==> config.mk <==
export PLATFORM = sky130hd
export DESIGN_NAME = ram_copy_dma
export DESIGN_NICKNAME = d
export VERILOG_FILES = /design/src/rtl/ram_copy_dma_pkg.sv /design/src/rtl/ram_copy_dma.sv
export SDC_FILE = /design/constraint.sdc
export NUM_CORES = 1
export LEC_CHECK = 0
export BUFFER_PORTS_ARGS = -buffer_cell sky130_fd_sc_hd__buf_2
export CAP_MARGIN = 30
export CORE_MARGIN = 2
export CORE_UTILIZATION = 58
export CTS_CLUSTER_SIZE = 20
export DETAILED_ROUTE_END_ITERATION = 8
export PLACE_DENSITY = 0.86
export SETUP_SLACK_MARGIN = 0.4
export SLEW_MARGIN = 0
export SYNTH_ARGS = -nofsm -noshare
export SYNTH_HDL_FRONTEND = slang
export SYNTH_SLANG_ARGS = --single-unit
==> constraint.sdc <==
create_clock -name clock -period 7.1 [get_ports clock]
set_input_delay 1.42 -clock clock [delete_from_list [all_inputs] [get_ports clock]]
set_output_delay 1.42 -clock clock [all_outputs]
set_load 0.02 [all_outputs]
==> src/rtl/ram_copy_dma_pkg.sv <==
// Shared types for the video-side RAM copy/fill engine.
//   dma_state_t   : engine state encoding
//   DMA_MODE_COPY : mode value selecting a RAM-to-RAM copy
//   DMA_MODE_FILL : mode value selecting a constant fill
package ram_copy_dma_pkg;

  typedef enum logic [1:0] {
    StIdle,
    StRun,
    StDrain,
    StDone
  } dma_state_t;

  localparam logic DMA_MODE_COPY = 1'b0;
  localparam logic DMA_MODE_FILL = 1'b1;

endpackage

==> src/rtl/ram_copy_dma.sv <==
// Block copy / constant fill engine driving one RAM read port and one RAM write port.
// A start in idle latches mode, bases, length and fill word; reads are issued one per
// unstalled cycle and each write trails its read by one cycle (RAM read latency).
//   clock, reset_n           : clock and synchronous active-low reset
//   start, mode, src_base,
//   dst_base, len, fill_value: transfer request, latched when start is taken in idle
//   hold                     : freezes the engine (no writes, indices frozen)
//   abort                    : cancels an active transfer, no done pulse
//   src_addr, src_q          : source RAM read address / registered read data
//   dst_addr, dst_data,
//   dst_wren                 : destination RAM write port
//   busy, done               : not-idle flag, one-cycle completion pulse
module ram_copy_dma
  import ram_copy_dma_pkg::*;
#(
  parameter int unsigned width   = 16,
  parameter int unsigned widthad = 10
) (
  input  logic               clock,
  input  logic               reset_n,
  input  logic               start,
  input  logic               mode,
  input  logic [widthad-1:0] src_base,
  input  logic [widthad-1:0] dst_base,
  input  logic [widthad:0]   len,
  input  logic [width-1:0]   fill_value,
  input  logic               hold,
  input  logic               abort,
  output logic [widthad-1:0] src_addr,
  input  logic [width-1:0]   src_q,
  output logic [widthad-1:0] dst_addr,
  output logic [width-1:0]   dst_data,
  output logic               dst_wren,
  output logic               busy,
  output logic               done
);

  localparam logic [widthad:0]   IdxOne  = 1;
  localparam logic [widthad-1:0] AddrOne = 1;
  localparam logic [widthad:0]   LenZero = '0;

  dma_state_t         state_q, state_d;
  logic               mode_q;
  logic [widthad-1:0] src_base_q, dst_base_q;
  logic [widthad:0]   len_q;
  logic [width-1:0]   fill_q;
  logic [widthad:0]   rd_idx_q, rd_idx_d;
  logic [widthad-1:0] wr_idx_q, wr_idx_d;
  logic               valid_q, valid_d;
  logic               latch_cfg;

  logic               active;
  logic               advance;
  logic               stall;
  logic [widthad-1:0] back_off;

  assign active  = (state_q == StRun) || (state_q == StDrain);
  assign advance = active && !hold && !abort;
  assign stall   = active && hold && !abort;

  // While stalled with a read in flight, re-present the address of that read so the
  // registered RAM output keeps the word the pending write still needs.
  assign back_off = {{(widthad - 1){1'b0}}, stall && valid_q};

  assign src_addr = src_base_q + rd_idx_q[widthad-1:0] - back_off;
  assign dst_addr = dst_base_q + wr_idx_q;
  assign dst_wren = valid_q && advance;
  // src_q is already registered inside the RAM, so a plain mux is enough here.
  assign dst_data = (mode_q == DMA_MODE_FILL) ? fill_q : src_q;
  assign busy     = (state_q != StIdle);
  assign done     = (state_q == StDone);

  always_comb begin
    state_d   = state_q;
    rd_idx_d  = rd_idx_q;
    wr_idx_d  = wr_idx_q;
    valid_d   = valid_q;
    latch_cfg = 1'b0;
    unique case (state_q)
      StIdle: begin
        if (start) begin
          latch_cfg = 1'b1;
          rd_idx_d  = '0;
          wr_idx_d  = '0;
          valid_d   = 1'b0;
          state_d   = (len == LenZero) ? StDone : StRun;
        end
      end
      StRun: begin
        if (abort) begin
          valid_d = 1'b0;
          state_d = StIdle;
        end else if (!hold) begin
          rd_idx_d = rd_idx_q + IdxOne;
          valid_d  = 1'b1;
          if (valid_q) begin
            wr_idx_d = wr_idx_q + AddrOne;
          end
          if (rd_idx_q == len_q - IdxOne) begin
            state_d = StDrain;
          end
        end
      end
      StDrain: begin
        if (abort) begin
          valid_d = 1'b0;
          state_d = StIdle;
        end else if (!hold) begin
          wr_idx_d = wr_idx_q + AddrOne;
          valid_d  = 1'b0;
          state_d  = StDone;
        end
      end
      StDone: begin
        state_d = StIdle;
      end
      default: begin
        state_d = StIdle;
      end
    endcase
  end

  always_ff @(posedge clock) begin
    if (!reset_n) begin
      state_q    <= StIdle;
      mode_q     <= DMA_MODE_COPY;
      src_base_q <= '0;
      dst_base_q <= '0;
      len_q      <= '0;
      fill_q     <= '0;
      rd_idx_q   <= '0;
      wr_idx_q   <= '0;
      valid_q    <= 1'b0;
    end else begin
      state_q  <= state_d;
      rd_idx_q <= rd_idx_d;
      wr_idx_q <= wr_idx_d;
      valid_q  <= valid_d;
      if (latch_cfg) begin
        mode_q     <= mode;
        src_base_q <= src_base;
        dst_base_q <= dst_base;
        len_q      <= len;
        fill_q     <= fill_value;
      end
    end
  end

endmodule

# Word level (Yosys, flattened, before mapping)

Cells that the tools add are included.

Reductions and logical operators: 18
Equality and inequality tests: 13
Mux-type cells: 28
$add $sub $neg: 6

Operators by type and width:

| operator                                                             | count |
|---|---|
| 10-bit 2-to-1 mux                                                    | 6 |
| 11-bit 2-to-1 mux                                                    | 3 |
| 10-bit one-hot mux with 3 select lines                               | 1 |
| 11-bit one-hot mux with 2 select lines                               | 1 |
| 10-bit adder                                                         | 2 |
| 16-bit 2-to-1 mux                                                    | 1 |
| 2-bit 2-to-1 mux                                                     | 7 |
| 2-bit != test, second input constant                                 | 6 |
| 4-bit AND reduction                                                  | 3 |
| 11-bit by 1-bit adder with 11-bit output, second input constant      | 1 |
| 11-bit == test                                                       | 1 |
| 11-bit zero test                                                     | 1 |
| 11-bit by 1-bit subtractor with 11-bit output, second input constant | 1 |
| 10-bit by 1-bit adder with 10-bit output, second input constant      | 1 |
| 10-bit by 1-bit subtractor with 10-bit output                        | 1 |
| 2-bit one-hot mux with 4 select lines                                | 1 |
| 1-bit 2-to-1 mux                                                     | 7 |
| 7-bit AND reduction                                                  | 1 |
| 1-bit logical AND                                                    | 6 |
| 3-bit != test, second input constant                                 | 2 |
| 2-bit == test, second input constant                                 | 2 |
| 2-bit nonzero test                                                   | 2 |
| 3-bit by 2-bit != test with 1-bit output, second input constant      | 1 |
| 1-bit one-hot mux with 3 select lines                                | 1 |
| other kinds (5)                                                      | 6 |

Bits of input ports: 69
Output and inout bits: 39
Word-level logic and storage cells: 74
Register bits after elaboration: 72

# Depth between registers and ports, before layout

Gate-level depths: netlist of the first run.

Depth after elaboration: 6
Gate-level depth with buffers: 14
Mapped depth without buffers: 14

# Worst setup path before layout of the first run

OpenSTA, ideal clock, no wires.

Kind: input -> output
Start point: input port abort
End point: output port src_addr[8]
Stages: 12
Path slack: 2.140 ns
Data arrival time: 3.540 ns
Data required time: 5.680 ns
Path buffers: 0
Path through: nand2b_1 > nor2_1 > ha_1 > inv_1 > ha_1 > fa_1 > a21o_1 > a21oi_1 > o21bai_1 > a21oi_1 > o21ai_0 > xor2_1

Word-level cells in the longest chain between the ends: 4

Ends and longest elaborated chain:

| element                                       | RTL line           | RTL |
|---|---|---|
| start, declared                               | ram_copy_dma.sv:28 | `input logic abort,` |
| 1-bit zero test                               | ram_copy_dma.sv:59 | `assign stall = active && hold && !abort;` |
| 1-bit logical AND                             | ram_copy_dma.sv:59 |  |
| 1-bit logical AND                             | ram_copy_dma.sv:63 | `assign back_off = {{(widthad - 1){1'b0}}, stall && valid_q};` |
| 10-bit by 1-bit subtractor with 10-bit output | ram_copy_dma.sv:65 | `assign src_addr = src_base_q + rd_idx_q[widthad-1:0] - back_off;` |
| end, declared                                 | ram_copy_dma.sv:29 | `output logic [widthad-1:0] src_addr,` |

Every way passes these cells.

# Worst setup path after layout of the first run

Start point: input port abort
End point: output port src_addr[9]

Same word-level chain as after synthesis.

==> reports/results.ini, run 1 <==
[timing]
clock_skew_ns=0.005989
rsz0062_at_grt=false
period_minus_slack_ns=5.361
tns_ns=0
fmax_mhz=186.5
final-setup-viol-count=0
relSlewSlack_pct=48.97
whs_ns=0.4593
tightest_slew_ns=0.7461
final_hold_viol_count=0
drv_slew=0
fin_crit_sh_pct=75.51

[worst_setup_path]
timing_worst_setup_path_type=primary input to output port
critPathLaunchType=primary input
critPathMaxFanout=7
cp-end-kind=output port
worstPathRequired_ns=5.68
arrival_ns=3.94

[cts]
cts_hold_buffers=0
clk_pin_slew_ns=0.08
clock_latency_ns=0.34
numCtsBuffers=9
cts_buffer_depth=2
cts_tree=yes
postCtsSetupRepairBufs=0
cts.sinks=72
cts_root_buf=clkbuf_8
ctsHtreeMaxLevel=3
ctsResizeCount=0

[final_layout]
fillers=597
diodes=0
syn_to_final_growth_pct=18.51
drive_gt1_share_pct=23.61
nets=748
fin_cells=747

[hold_path]
hold_path_class=flip-flop to flip-flop

[detailed_routing]
drtAntennaViolNets=0
routed_wl_um=10000
dr.first_iter.drc_count=223
num_vias=3960
routed_via_density=5.301
routedWlPerCell_um=13.39
drc=0
first_pass_iters=4

[grt]
grt_pass1_wl_um=17270
antenna_found_initial=0
grt.overflow.total=0
grt_pass1_vias=3930
grt.total_usage_pct=25.32
grt_start_max_net_pins=49

[job]
drv_cap=0

[logic_synthesis]
async_flop_share_pct=0
synth-edff-count=0
ys.flop_type=dfxtp_1
syn_avg_cell_area_um2=7.968
syn-num-nets=648
ys_warn_count=0
ys_seq_area_share_pct=33.31
synthCells=543
ys_seq_elements=72
synth_cell_types=56
syn_area_um2=4327

[floorplanning]
die_h_um=90.37
io_pins=108
die_area_um2=8167
rows=31
core-area_um2=7253
die_w_um=90.37
initial_core_util_pct=59.65

[pwr]
leakage_uw=0.002280
powerDensity_nw_per_um2=325.9
ir_drop_mv=0.1615

[status]
status=complete, no violations

[placement]
hpwlAfterDp_um=7637
portBuffers=107
gp_congestion=0.8297
dp_cells=731

-- registers in the layout (all words and copies together) (netlist names) --
signal      count
fill_q         16
len_q          11
rd_idx_q       11
dst_base_q     10
src_base_q     10
wr_idx_q       10
state_q         2
mode_q          1
valid_q         1
-- layout make-up --
type	instances	area (µm²)	area share (%)
multi-input cells	399	2606	50.83
flip-flops and latches	72	1441	28.11
repair buffers	110	558.0	10.88
inverters	51	191.4	3.734
clock buffers	12	155.1	3.026
well taps	99	123.9	2.416
clock inverters	4	51.30	1.000
-- where the power goes --
| part | internal [µW] | switching [µW] |
|---|---|---|
| sequential | 465 | 60.7 |
| clock | 182 | 151 |
| combinational | 322 | 489 |
| total | 970 | 701 |
-- stage by stage --
step / area [µm²] / utilization, % / worst slack (ns) / total power, µW
floorplan: 4327 / - / 2.140 / 1138
global placement: 4921 / 67.85 / 1.853 / 1315
detailed placement: 4921 / 67.85 / 1.747 / 1343
CTS: 5127 / 70.69 / 1.735 / 1679
global route: 5127 / 70.69 / 1.518 / 1793
finish: 5127 / 70.69 / 1.739 / 1671
-- logic make-up after synthesis --
group           share of synthesized area (%)
simple gates                            20.62
compound gates                          14.72
buf+inv                                 6.448
flops                                   33.31
xor+xnor                                9.514
fa+ha+maj                               10.76
mux                                     4.627
-- routing by layer --
layer	share of wire, %	global-route usage [%]	up-vias	routed length [µm]
met2	51	46.55	101	5118
met1	43	29.65	1833	4316
met5	0	0	-	0
li1	-	-	2016	-
met4	0.97	6.923	0	97
met3	4.7	5.426	10	468
-- cells in the final DEF (no fill, tap or decap), types with 3 or more instances in the layout --
master,n
xnor2_1,30
or3_1,4
xor2_1,17
clkbuf_8,11
and3_1,3
inv_1,50
buf_2,107
dfxtp_1,72
o21bai_1,3
buf_4,3
nor2_1,35
nor3_1,10
nor4_1,5
mux2_2,16
a21o_1,4
nand2_1,107
nor3b_1,3
a21oi_1,62
ha_1,34
nand4_1,7
nor2b_1,4
o21ai_0,5
nand3_1,9
-- critical path: stages --
cell and delay, ns:
buf_2 0.14, nand2b_1 0.16, nor2_1 0.14, ha_1 0.17
inv_1 0.06, ha_1 0.27, a21o_1 0.15, a21oi_1 0.22
nor2b_1 0.07, o21a_1 0.18, o41ai_1 0.54, nand2_1 0.10
o211ai_1 0.11, buf_2 0.18
-- Yosys cell counts, types with 2 or more instances --
master       n  area (µm²)
nand2_1    107       401.6
dfxtp_1     72        1441
a21oi_1     62       310.3
inv_1       50       187.7
nor2_1      35       131.4
ha_1        34       425.4
xnor2_1     30       262.8
clkbuf_1    18       67.56
xor2_1      17       148.9
mux2_2      16       180.2
nor3_1      10       50.05
nand3_1      9       45.04
nand4_1      7       43.79
nor4_1       5       31.28
o21ai_0      5       25.02
a21o_1       4       30.03
nor2b_1      4       25.02
or3_1        4       25.02
and3_1       3       18.77
nor3b_1      3       22.52
o21bai_1     3       22.52
a2111oi_0    2       17.52
a2111oi_4    2       55.05
a211oi_1     2       15.01
fa_1         2       40.04
mux2i_1      2       20.02
nor3_2       2       20.02
o211ai_1     2       15.01
o21a_1       2       15.01
o21ai_1      2       10.01
or2_2        2       12.51
-- worst paths after layout --
| path | start | to | cells after the start | slack (ns) |
|---|---|---|---|---|
| worst max-delay path | abort | src_addr[9] | 14 | 1.74 |
| worst min-delay path | fill_q[4] | fill_q[4] | 2 | 0.46 |
| worst max register to register | state_q[1] | wr_idx_q[3] | 8 | 4.60 |
| worst min register to register | fill_q[4] | fill_q[4] | 2 | 0.46 |
No activity file was read; power rests on OpenSTA's default activity.
==> run 2: changes to the inputs <==
--- a/config.mk
+++ b/config.mk
@@ -5,13 +5,14 @@
 export SDC_FILE = /design/constraint.sdc
 export NUM_CORES = 1
 export LEC_CHECK = 0
+export ABC_AREA = 1
 export BUFFER_PORTS_ARGS = -buffer_cell sky130_fd_sc_hd__buf_2
 export CAP_MARGIN = 30
 export CORE_MARGIN = 2
-export CORE_UTILIZATION = 58
+export CORE_UTILIZATION = 54
 export CTS_CLUSTER_SIZE = 20
 export DETAILED_ROUTE_END_ITERATION = 8
-export PLACE_DENSITY = 0.86
+export PLACE_DENSITY = 0.81
 export SETUP_SLACK_MARGIN = 0.4
 export SLEW_MARGIN = 0
 export SYNTH_ARGS = -nofsm -noshare
==> constraint.sdc (replaced) <==
create_clock -name clock -period 5.5 [get_ports clock]
set_input_delay 1.1 -clock clock [delete_from_list [all_inputs] [get_ports clock]]
set_output_delay 1.1 -clock clock [all_outputs]
set_load 0.02 [all_outputs]
==> run 2 against run 1 <==
Non-clock buffer count decreased by 1. Count of clock-buffer cells in the layout decreased by 2. Synthesized cell count increased by 14%. Largest cell class unchanged. Largest power group unchanged.
==> reports/results.ini, run 2 <==
[status]
status=complete, no violations

[logic_synthesis]
syn_area_um2=4447
synth_area_leader_cell=dfxtp_1
ys_seq_area_share_pct=32.41
ys.flop_type=dfxtp_1
synth_cell_types=39
synth-edff-count=0
post-synth-top-count-cell=nor2_1
synth.area.top_cells=dfxtp_1 32%, ha_1 9.6%, nor2_1 8.5%, nand2_1 7.6%, o21ai_0 6.9%
ys_warn_count=0
synth_top_cells_by_count=101 x nor2_1, 90 x nand2_1, 72 x dfxtp_1, 72 x inv_1, 61 x o21ai_0
syn_avg_cell_area_um2=7.207
async_flop_share_pct=0
synthCells=617
synth_top_area_share_pct=32.41
syn-num-nets=722
ys_seq_elements=72

[grt]
antenna_found_initial=0
grt.total_usage_pct=22.77
grt_pass1_vias=3882
grt_start_max_net_pins=65
grt_pass1_wl_um=16530
grt.overflow.total=0

[worst_setup_path]
rr_startpoint=state_q[0]
crit_start=hold
worstPathRequired_ns=4.40
critPathMaxFanout=4
arrival_ns=3.55
ff2ff_path_depth=9
critPathLaunchType=primary input
timing_worst_setup_path_type=primary input to output port
cp-end-kind=output port

[pwr]
leakage_uw=0.002534
powerDensity_nw_per_um2=488.2
ir_drop_mv=0.2417

[timing]
tns_ns=0
final_hold_viol_count=0
relSlewSlack_pct=48.29
fmax_mhz=214.9
tightest_slew_ns=0.7757
rsz0062_at_grt=false
whs_ns=0.4623
period_minus_slack_ns=4.654
clock_skew_ns=0.01263
drv_slew=0
final-setup-viol-count=0
fin_crit_sh_pct=84.62

[hold_path]
worstHoldStart=src_base_q[1]
hold_depth=2
hold_path_class=flip-flop to flip-flop

[floorplanning]
core-area_um2=8093
die_h_um=94.75
io_pins=108
rows=33
initial_core_util_pct=54.95
die_area_um2=8977
die_w_um=94.75

[cts]
cts.sinks=72
cts_buffer_depth=2
ctsHtreeMaxLevel=3
cts_root_buf=clkbuf_8
numCtsBuffers=9
clock_latency_ns=0.36
cts_tree=yes
postCtsSetupRepairBufs=0
cts_hold_buffers=0
clk_pin_slew_ns=0.07
ctsResizeCount=0

[placement]
gp_congestion=0.8729
portBuffers=107
hpwlAfterDp_um=7805

[final_layout]
reg_top3=fill_q: 16 flops, len_q: 11 flops, rd_idx_q: 11 flops
syn_to_final_growth_pct=18.49
final_cell_mix=107 x buf_2, 101 x nor2_1, 90 x nand2_1, 72 x inv_1, 72 x dfxtp_1
largest-register=fill_q
nets=825
largest_reg_flops=16
layout_commonest_cell=buf_2
drive_gt1_share_pct=22.90

[detailed_routing]
first_pass_iters=5
routed_wl_um=9941
routedWlPerCell_um=11.96
dr.first_iter.drc_count=145
num_vias=4203
routed_via_density=5.058
drtAntennaViolNets=0
drc=0

[job]
drv_cap=0

-- run 2: cell types whose count changed in the layout (fill, tap and decap cells not counted), sizes merged, moves of 7 or more --
cell | before | now
a21oi | 62 | 44
inv | 51 | 83
nand2 | 107 | 92
nand3 | 9 | 27
nand4 | 7 | 0
nor2 | 35 | 104
o21ai | 7 | 64
xnor2 | 30 | 7
-- run 2: final cells by class --
class / instances / area, µm²
Inverter: 83 / 311.5
Sequential cell: 72 / 1441
Clock buffer: 10 / 137.6
Fill cell: 744 / 2824
Tap cell: 105 / 131.4
Clock inverter: 6 / 43.79
Timing Repair Buffer: 109 / 570.5
Multi-Input combinational cell: 445 / 2630
Antenna cell: 1 / 2.502
-- run 2: final timing paths --
path / to / slack [ns]
max: src_addr[8] / 0.85
min: src_base_q[1] / 0.46
max reg2reg: rd_idx_q[6] / 2.76
min reg2reg: src_base_q[1] / 0.46
-- run 2: cells by family (layout without fill, tap and decap cells) --
family	after synthesis	after routing	synth area share [%]
xor gates and xnor gates	27	27	5.627
AOI/OAI and AO/OA	120	120	14.41
adders and majority gates	36	36	10.47
buffers and inverters	100	208	8.441
DFF	72	72	32.41
other	0	1	0
muxes	16	16	4.052
and+or+nand+nor	246	246	24.59
-- run 2: per-layer routing --
metal,GRT usage (%),wire length (µm),vias to the layer above
met3,3.113,494,13
li1,-,-,2215
met5,0,0,-
met1,29.83,4778,1864
met4,7.729,140,0
met2,38.48,4528,111
-- run 2: worst max-delay path: stages --
cell and delay (ns):
buf_2 0.09, clkinv_1 0.06, nor2_1 0.09, inv_1 0.06
nor3_1 0.32, ha_1 0.18, inv_1 0.04, ha_1 0.22
fa_1 0.42, nand3_1 0.10, nand2_1 0.08, a21oi_1 0.13
o21bai_1 0.10, a21o_1 0.16, nand2_1 0.07, nand3_1 0.08
nand2_1 0.09, buf_2 0.16
-- run 2: through the flow --
step	total power [µW]	worst slack, ns	area (µm²)	instances	util (%)
5_1_grt	2801	0.6862	5266	830	65.07
2_1_floorplan	1825	1.412	4447	617	-
4_1_cts	2586	0.8859	5266	830	65.07
6_report	2572	0.8459	5269	831	65.11
3_3_place_gp	2140	0.9528	5057	813	62.49
3_5_place_dp	2199	0.8833	5085	814	62.83
-- run 2: power breakdown --
| group | total, µW | internal [µW] | switching (µW) |
|---|---|---|---|
| registers | 739 | 646 | 92.9 |
| logic | 1450 | 541 | 907 |
| clock network | 386 | 177 | 208 |
| total | 2570 | 1360 | 1210 |
